--- config.mk ---
export PLATFORM = sky130hd
export DESIGN_NAME = axi_mm_lite_bridge_flat
export DESIGN_NICKNAME = d
export VERILOG_FILES = /design/src/rtl/axi_mm_lite_if.sv /design/src/rtl/axi_mm_lite_bridge.sv /design/src/flat_wrapper.sv
export SDC_FILE = /design/constraint.sdc
export NUM_CORES = 1
export LEC_CHECK = 0
export CAP_MARGIN = 5
export CORE_MARGIN = 5
export CORE_UTILIZATION = 42
export DETAILED_ROUTE_END_ITERATION = 16
export PLACE_DENSITY_LB_ADDON = 0.1
export SYNTH_ARGS = -nofsm -noshare
export SYNTH_HDL_FRONTEND = slang
export SYNTH_SLANG_ARGS = --single-unit
--- constraint.sdc ---
create_clock -name clk -period 3.2 [get_ports clk]
set_clock_uncertainty 0.2 [all_clocks]
set_input_delay 0.32 -clock clk [delete_from_list [all_inputs] [get_ports clk]]
set_output_delay 0.32 -clock clk [all_outputs]
set_load 0.03 [all_outputs]
--- src/rtl/axi_mm_lite_if.sv ---
// rtl/axi_mm_lite_if.sv - AXI4-Lite channel bundle with master/slave views
interface axi_mm_lite_if #(
  parameter int DATA_WIDTH = 32,
  parameter int ADDR_WIDTH = 16
);
  logic [ADDR_WIDTH-1:0]   awaddr;
  logic                    awvalid;
  logic                    awready;
  logic [DATA_WIDTH-1:0]   wdata;
  logic [DATA_WIDTH/8-1:0] wstrb;
  logic                    wvalid;
  logic                    wready;
  logic [1:0]              bresp;
  logic                    bvalid;
  logic                    bready;
  logic [ADDR_WIDTH-1:0]   araddr;
  logic                    arvalid;
  logic                    arready;
  logic [DATA_WIDTH-1:0]   rdata;
  logic [1:0]              rresp;
  logic                    rvalid;
  logic                    rready;

  modport master (
    output awaddr, awvalid, wdata, wstrb, wvalid, bready, araddr, arvalid, rready,
    input  awready, wready, bresp, bvalid, arready, rdata, rresp, rvalid
  );

  modport slave (
    input  awaddr, awvalid, wdata, wstrb, wvalid, bready, araddr, arvalid, rready,
    output awready, wready, bresp, bvalid, arready, rdata, rresp, rvalid
  );
endinterface

--- src/rtl/axi_mm_lite_bridge.sv ---
// rtl/axi_mm_lite_bridge.sv - AXI4-Lite slave to single-port memory bridge; AXI_MM_BRIDGE_ADDR_ERR_EN enables out-of-range SLVERR
module axi_mm_lite_bridge #(
  parameter int C_S_AXI_DATA_WIDTH = 32,
  parameter int C_S_AXI_ADDR_WIDTH = 16,
  parameter int OPT_MEM_ADDR_BITS  = 10
) (
  input  logic                            clk,
  input  logic                            rst_n,
  axi_mm_lite_if.slave                    s_axi,
  output logic                            mem_wen,
  output logic [C_S_AXI_DATA_WIDTH/8-1:0] mem_wstrb,
  output logic [C_S_AXI_DATA_WIDTH-1:0]   mem_wdata,
  output logic                            mem_ren,
  output logic [OPT_MEM_ADDR_BITS:0]      mem_addr,
  input  logic [C_S_AXI_DATA_WIDTH-1:0]   mem_rdata
);
  localparam int ADDR_LSB = $clog2(C_S_AXI_DATA_WIDTH / 8);
  localparam int WORD_MSB = ADDR_LSB + OPT_MEM_ADDR_BITS;

  typedef enum logic [2:0] {IDLE, W_ACC, B_RESP, R_ACC, R_WAIT, R_DATA} state_t;

  state_t                          state_q, state_d;
  logic                            awready_q, awready_d;
  logic                            wready_q, wready_d;
  logic                            bvalid_q, bvalid_d;
  logic [1:0]                      bresp_q, bresp_d;
  logic                            arready_q, arready_d;
  logic                            rvalid_q, rvalid_d;
  logic [C_S_AXI_DATA_WIDTH-1:0]   rdata_q, rdata_d;
  logic [1:0]                      rresp_q, rresp_d;
  logic                            mem_wen_q, mem_wen_d;
  logic                            mem_ren_q, mem_ren_d;
  logic [OPT_MEM_ADDR_BITS:0]      mem_addr_q, mem_addr_d;
  logic [C_S_AXI_DATA_WIDTH-1:0]   mem_wdata_q, mem_wdata_d;
  logic [C_S_AXI_DATA_WIDTH/8-1:0] mem_wstrb_q, mem_wstrb_d;
  logic                            prefer_rd_q, prefer_rd_d;
  logic                            err_q, err_d;
  logic                            aw_err, ar_err;
  logic                            wr_pend;

`ifdef AXI_MM_BRIDGE_ADDR_ERR_EN
  // Any set byte-address bit above the word index is outside the memory
  assign aw_err = |s_axi.awaddr[C_S_AXI_ADDR_WIDTH-1:WORD_MSB+1];
  assign ar_err = |s_axi.araddr[C_S_AXI_ADDR_WIDTH-1:WORD_MSB+1];
  logic unused_addr_bits;
  assign unused_addr_bits = ^{s_axi.awaddr[ADDR_LSB-1:0], s_axi.araddr[ADDR_LSB-1:0]};
`else
  // Upper address bits are ignored, so the memory aliases across the space
  assign aw_err = 1'b0;
  assign ar_err = 1'b0;
  logic unused_addr_bits;
  assign unused_addr_bits = ^{s_axi.awaddr[C_S_AXI_ADDR_WIDTH-1:WORD_MSB+1],
                              s_axi.araddr[C_S_AXI_ADDR_WIDTH-1:WORD_MSB+1],
                              s_axi.awaddr[ADDR_LSB-1:0], s_axi.araddr[ADDR_LSB-1:0]};
`endif

  assign wr_pend = s_axi.awvalid && s_axi.wvalid;

  // Next-state and next-output logic; one-cycle strobes default low
  always_comb begin
    state_d     = state_q;
    awready_d   = 1'b0;
    wready_d    = 1'b0;
    arready_d   = 1'b0;
    mem_wen_d   = 1'b0;
    mem_ren_d   = 1'b0;
    bvalid_d    = bvalid_q;
    bresp_d     = bresp_q;
    rvalid_d    = rvalid_q;
    rdata_d     = rdata_q;
    rresp_d     = rresp_q;
    mem_addr_d  = mem_addr_q;
    mem_wdata_d = mem_wdata_q;
    mem_wstrb_d = mem_wstrb_q;
    prefer_rd_d = prefer_rd_q;
    err_d       = err_q;
    case (state_q)
      IDLE: begin
        // Write wins unless a read is also pending and it is the read's turn
        if (wr_pend && !(s_axi.arvalid && prefer_rd_q)) begin
          state_d     = W_ACC;
          mem_addr_d  = s_axi.awaddr[WORD_MSB:ADDR_LSB];
          mem_wdata_d = s_axi.wdata;
          mem_wstrb_d = s_axi.wstrb;
          err_d       = aw_err;
          awready_d   = 1'b1;
          wready_d    = 1'b1;
          mem_wen_d   = !aw_err;
          prefer_rd_d = 1'b1;
        end else if (s_axi.arvalid) begin
          state_d     = R_ACC;
          mem_addr_d  = s_axi.araddr[WORD_MSB:ADDR_LSB];
          err_d       = ar_err;
          arready_d   = 1'b1;
          mem_ren_d   = !ar_err;
          prefer_rd_d = 1'b0;
        end
      end
      W_ACC: begin
        state_d  = B_RESP;
        bvalid_d = 1'b1;
        bresp_d  = err_q ? 2'b10 : 2'b00;
      end
      B_RESP: begin
        if (s_axi.bready) begin
          state_d  = IDLE;
          bvalid_d = 1'b0;
        end
      end
      R_ACC: state_d = R_WAIT;
      R_WAIT: begin
        state_d  = R_DATA;
        rvalid_d = 1'b1;
        rdata_d  = err_q ? '0 : mem_rdata;
        rresp_d  = err_q ? 2'b10 : 2'b00;
      end
      R_DATA: begin
        if (s_axi.rready) begin
          state_d  = IDLE;
          rvalid_d = 1'b0;
        end
      end
      default: state_d = IDLE;
    endcase
  end

  // State and registered outputs; reset drops any in-flight transaction
  always_ff @(posedge clk) begin
    if (!rst_n) begin
      state_q     <= IDLE;
      awready_q   <= 1'b0;
      wready_q    <= 1'b0;
      bvalid_q    <= 1'b0;
      bresp_q     <= 2'b00;
      arready_q   <= 1'b0;
      rvalid_q    <= 1'b0;
      rdata_q     <= '0;
      rresp_q     <= 2'b00;
      mem_wen_q   <= 1'b0;
      mem_ren_q   <= 1'b0;
      mem_addr_q  <= '0;
      mem_wdata_q <= '0;
      mem_wstrb_q <= '0;
      prefer_rd_q <= 1'b0;
      err_q       <= 1'b0;
    end else begin
      state_q     <= state_d;
      awready_q   <= awready_d;
      wready_q    <= wready_d;
      bvalid_q    <= bvalid_d;
      bresp_q     <= bresp_d;
      arready_q   <= arready_d;
      rvalid_q    <= rvalid_d;
      rdata_q     <= rdata_d;
      rresp_q     <= rresp_d;
      mem_wen_q   <= mem_wen_d;
      mem_ren_q   <= mem_ren_d;
      mem_addr_q  <= mem_addr_d;
      mem_wdata_q <= mem_wdata_d;
      mem_wstrb_q <= mem_wstrb_d;
      prefer_rd_q <= prefer_rd_d;
      err_q       <= err_d;
    end
  end

  assign s_axi.awready = awready_q;
  assign s_axi.wready  = wready_q;
  assign s_axi.bvalid  = bvalid_q;
  assign s_axi.bresp   = bresp_q;
  assign s_axi.arready = arready_q;
  assign s_axi.rvalid  = rvalid_q;
  assign s_axi.rdata   = rdata_q;
  assign s_axi.rresp   = rresp_q;
  assign mem_wen       = mem_wen_q;
  assign mem_ren       = mem_ren_q;
  assign mem_addr      = mem_addr_q;
  assign mem_wdata     = mem_wdata_q;
  assign mem_wstrb     = mem_wstrb_q;
endmodule

--- src/flat_wrapper.sv ---
// flat-port wrapper written by rule: the top's interface ports become plain ports
module axi_mm_lite_bridge_flat 
#(
  parameter int C_S_AXI_DATA_WIDTH = 32,
  parameter int C_S_AXI_ADDR_WIDTH = 16,
  parameter int OPT_MEM_ADDR_BITS  = 10
)
  (clk, rst_n, mem_wen, mem_wstrb, mem_wdata, mem_ren, mem_addr, mem_rdata, s_axi_awaddr, s_axi_awvalid, s_axi_wdata, s_axi_wstrb, s_axi_wvalid, s_axi_bready, s_axi_araddr, s_axi_arvalid, s_axi_rready, s_axi_awready, s_axi_wready, s_axi_bresp, s_axi_bvalid, s_axi_arready, s_axi_rdata, s_axi_rresp, s_axi_rvalid);
  axi_mm_lite_if #(.DATA_WIDTH(32), .ADDR_WIDTH(16)) s_axi_i ();
  input  logic clk;
  input  logic rst_n;
  output logic mem_wen;
  output logic [C_S_AXI_DATA_WIDTH/8-1:0] mem_wstrb;
  output logic [C_S_AXI_DATA_WIDTH-1:0] mem_wdata;
  output logic mem_ren;
  output logic [OPT_MEM_ADDR_BITS:0] mem_addr;
  input  logic [C_S_AXI_DATA_WIDTH-1:0] mem_rdata;
  input wire logic [$bits(s_axi_i.awaddr)-1:0] s_axi_awaddr;
  input wire logic [$bits(s_axi_i.awvalid)-1:0] s_axi_awvalid;
  input wire logic [$bits(s_axi_i.wdata)-1:0] s_axi_wdata;
  input wire logic [$bits(s_axi_i.wstrb)-1:0] s_axi_wstrb;
  input wire logic [$bits(s_axi_i.wvalid)-1:0] s_axi_wvalid;
  input wire logic [$bits(s_axi_i.bready)-1:0] s_axi_bready;
  input wire logic [$bits(s_axi_i.araddr)-1:0] s_axi_araddr;
  input wire logic [$bits(s_axi_i.arvalid)-1:0] s_axi_arvalid;
  input wire logic [$bits(s_axi_i.rready)-1:0] s_axi_rready;
  output wire logic [$bits(s_axi_i.awready)-1:0] s_axi_awready;
  output wire logic [$bits(s_axi_i.wready)-1:0] s_axi_wready;
  output wire logic [$bits(s_axi_i.bresp)-1:0] s_axi_bresp;
  output wire logic [$bits(s_axi_i.bvalid)-1:0] s_axi_bvalid;
  output wire logic [$bits(s_axi_i.arready)-1:0] s_axi_arready;
  output wire logic [$bits(s_axi_i.rdata)-1:0] s_axi_rdata;
  output wire logic [$bits(s_axi_i.rresp)-1:0] s_axi_rresp;
  output wire logic [$bits(s_axi_i.rvalid)-1:0] s_axi_rvalid;
  assign s_axi_i.awaddr = s_axi_awaddr;
  assign s_axi_i.awvalid = s_axi_awvalid;
  assign s_axi_i.wdata = s_axi_wdata;
  assign s_axi_i.wstrb = s_axi_wstrb;
  assign s_axi_i.wvalid = s_axi_wvalid;
  assign s_axi_i.bready = s_axi_bready;
  assign s_axi_i.araddr = s_axi_araddr;
  assign s_axi_i.arvalid = s_axi_arvalid;
  assign s_axi_i.rready = s_axi_rready;
  assign s_axi_awready = s_axi_i.awready;
  assign s_axi_wready = s_axi_i.wready;
  assign s_axi_bresp = s_axi_i.bresp;
  assign s_axi_bvalid = s_axi_i.bvalid;
  assign s_axi_arready = s_axi_i.arready;
  assign s_axi_rdata = s_axi_i.rdata;
  assign s_axi_rresp = s_axi_i.rresp;
  assign s_axi_rvalid = s_axi_i.rvalid;
  axi_mm_lite_bridge #(.C_S_AXI_DATA_WIDTH(C_S_AXI_DATA_WIDTH), .C_S_AXI_ADDR_WIDTH(C_S_AXI_ADDR_WIDTH), .OPT_MEM_ADDR_BITS(OPT_MEM_ADDR_BITS)) u_core (.clk(clk), .rst_n(rst_n), .s_axi(s_axi_i), .mem_wen(mem_wen), .mem_wstrb(mem_wstrb), .mem_wdata(mem_wdata), .mem_ren(mem_ren), .mem_addr(mem_addr), .mem_rdata(mem_rdata));
endmodule
==> results.tsv <==
stage	metric	value	unit
status	status	finished, final reports clean	
placement	io_buffers	182	
layout	layout_common_cells	182 x clkdlybuf4s50_1, 87 x dfxtp_1, 85 x a21oi_1, 67 x nand2_1, 37 x o31ai_1	
placement	placed_area	5380	µm²
clock_network	clock_latency	0.35	ns
power_and_ir_drop	p_int	1.84	mW
grt	grt_max_degree	53	
power_and_ir_drop	p_total	2.74	mW
clock_network	ctsHoldBuffers	0	
clock_network	cts_max_level	3	
clock_network	clkSinkCount	87	
grt	grt_pass1_wl	17.8	mm
grt	grt_use_met3	0.0832	
grt	grt_use_met2	0.350	
logic_synthesis	yosysWarnings	0	
layout	syn_to_final_growth	54.3	%
power_and_ir_drop	clockPowerShare	0.280	
placement	hpwlAfterDp	7.72	mm
power_and_ir_drop	p_leak	1.85	nW
power_and_ir_drop	ir_drop	261	µV
critical_path	worstSetupPathType	reg -> reg	
critical_path	critPathArrivalTime	2.24	ns
routing	drc_errors	0	
clock_network	tritoncts	built	
critical_path	cp-start-kind	flop	
logic_synthesis	synth_seq_cells	87	
logic_synthesis	ys_seq_area_frac	0.482	
placement	place_inst	674	
critical_path	critPathMaxFanout	39	
floorplanning	die_x	103	µm
floorplanning	ios	197	
sta	timing.final.crit_share	0.701	
floorplanning	core-area	8300	µm²
placement	gp_congestion	0.746	
layout	antenna_cells	0	
critical_path	reg2reg_depth	3	
floorplanning	row_count	33	
routing	wire_per_inst	16.5	µm
clock_network	cts_root_buffer	clkbuf_8	
sta	slew_headroom	0.322	
layout	fin_area	5580	µm²
routing	initialDrtViolationCount	198	
clock_network	clkTransAtPathRegs	0.09	ns
grt	top_usage_layer	met2	
sta	slew_violations	0	
layout	layout.nets	687	
layout	final_common_cell	clkdlybuf4s50_1	
grt	grt_pass1_vias	3659	
power_and_ir_drop	comb_power_share	0.278	
logic_synthesis	syn_area_per_cell	8.39	µm²
grt	gr-usage-met1	0.256	
sta	hold_viol	0	
floorplanning	dieArea	10600	µm²
routing	drt-vias-per-instance	5.45	
floorplanning	fp.dieH	103	µm
critical_path	critPathCaptureType	flop	
clock_network	post_cts_buffers	0	
sta	final-setup-viol-count	0	
floorplanning	initial_core_util	0.436	
routing	vias	3762	
grt	grt_overflow	0	
clock_network	cts_max_path_buffers	2	
sta	fmax	446	MHz
clock_network	ctsResizeCount	0	
routing	wl	11.4	mm
logic_synthesis	synth_area	3620	µm²
power_and_ir_drop	power_density	492	nW/µm²
logic_synthesis	yosysUniqueCellTypes	28	
worst_hold_path	holdPathStages	2	
grt	antenna_found_initial	0	
run	drv_cap	0	
layout	instances_no_fill	690	
routing	dr.pass1.iters	5	
clock_network	cts-buffers-inserted	9	
sta	tns	0	ns
power_and_ir_drop	seqPwrFrac	0.442	
sta	period_needed	2.24	ns
critical_path	required	3.20	ns
sta	rsz0062_at_grt	false	
power_and_ir_drop	swShare	0.327	
sta	tightest_slew	1.02	ns
grt	grtUsageTotal	0.210	
routing	ant_nets	0	
power_and_ir_drop	power.switching	898	µW
layout	drive_gt1_frac	0.0530	
logic_synthesis	syn-instance-count	431	
worst_hold_path	holdCritPathClass	reg -> reg	
layout	fin_util	0.672	
routing by layer:
layer | wire [µm] | vias to the layer above | part of all wire
met3 | 1230 | 14 | 0.11
met5 | 0 | - | 0
met4 | 161 | 0 | 0.014
li1 | - | 1861 | -
met1 | 4480 | 1728 | 0.39
met2 | 5520 | 159 | 0.48
Yosys cell counts, drive strengths merged:
library cell,number,area share
a211oi,2,0.0042
a21o,1,0.0021
a21oi,85,0.12
a311oi,11,0.027
and2,2,0.0035
buf,31,0.056
clkbuf,26,0.027
conb,1,0.0010
dfxtp,87,0.48
inv,1,0.0010
nand2,68,0.071
nand2b,1,0.0017
nand3,12,0.017
nand3b,3,0.0062
nand4,36,0.062
nor2,5,0.0052
nor3,2,0.0042
nor3b,1,0.0035
nor4bb,1,0.0028
o21ai,15,0.021
o31ai,37,0.077
or3,1,0.0031
or3b,1,0.0024
or4b,1,0.0028
sequential cells by signal, summed over array words and instances (netlist names):
signal,cells
u_core.mem_addr,11
u_core.mem_wdata,32
u_core.mem_wstrb,4
u_core.prefer_rd_q,1
u_core.s_axi.arready,1
u_core.s_axi.awready,1
u_core.s_axi.bvalid,1
u_core.s_axi.rdata,32
u_core.s_axi.rvalid,1
u_core.state_q,3
power groups by stage:
stage	clock [mW]	sequential (mW)	combinational (mW)
after floorplan	0	1.36	0.339
final	0.768	1.21	0.762
after global placement	0	1.24	0.755
after CTS	0.790	1.21	0.764
after global routing	0.838	1.23	0.815
after detailed placement	0	1.24	0.762
worst paths after layout:
path	startpoint	to	slack, ns
setup / recovery	u_core.state_q[0]	u_core.mem_addr[1]	0.96
hold / removal	u_core.s_axi.rdata[15]	u_core.s_axi.rdata[15]	0.26
setup reg to reg	u_core.state_q[0]	u_core.mem_addr[1]	0.96
hold reg to reg	u_core.s_axi.rdata[15]	u_core.s_axi.rdata[15]	0.26
critical path: stages (launching register included):
cell	delay [ns]
dfxtp_1	0.44
or3_4	0.62
nor2_1	0.62
a311oi_1	0.20
kinds of logic after synthesis:
kind of cell,Yosys count,share of synthesized area
compound gates,151,0.248
simple gates,134,0.185
flops,87,0.482
buf+inv,58,0.0844
other cells,1,0.00104
layout make-up:
type / count / area (µm²)
Tap cell: 105 / 131
Clock inverter: 6 / 67.6
Fill cell: 702 / 2720
Inverter: 1 / 3.75
Timing Repair Buffer: 192 / 1910
Clock buffer: 10 / 128
Sequential cell: 87 / 1740
Multi-Input combinational cell: 289 / 1600
per-stage QoR:
step / worst slack, ns / hold slack (ns)
final: 0.956 / 0.255
after global routing: 0.776 / 0.276
after CTS: 0.939 / 0.260
after detailed placement: 0.771 / 0.247
after global placement: 0.880 / 0.241
after floorplan: 1.62 / 0.256
Note: power is estimated with default switching activity, not from simulation.
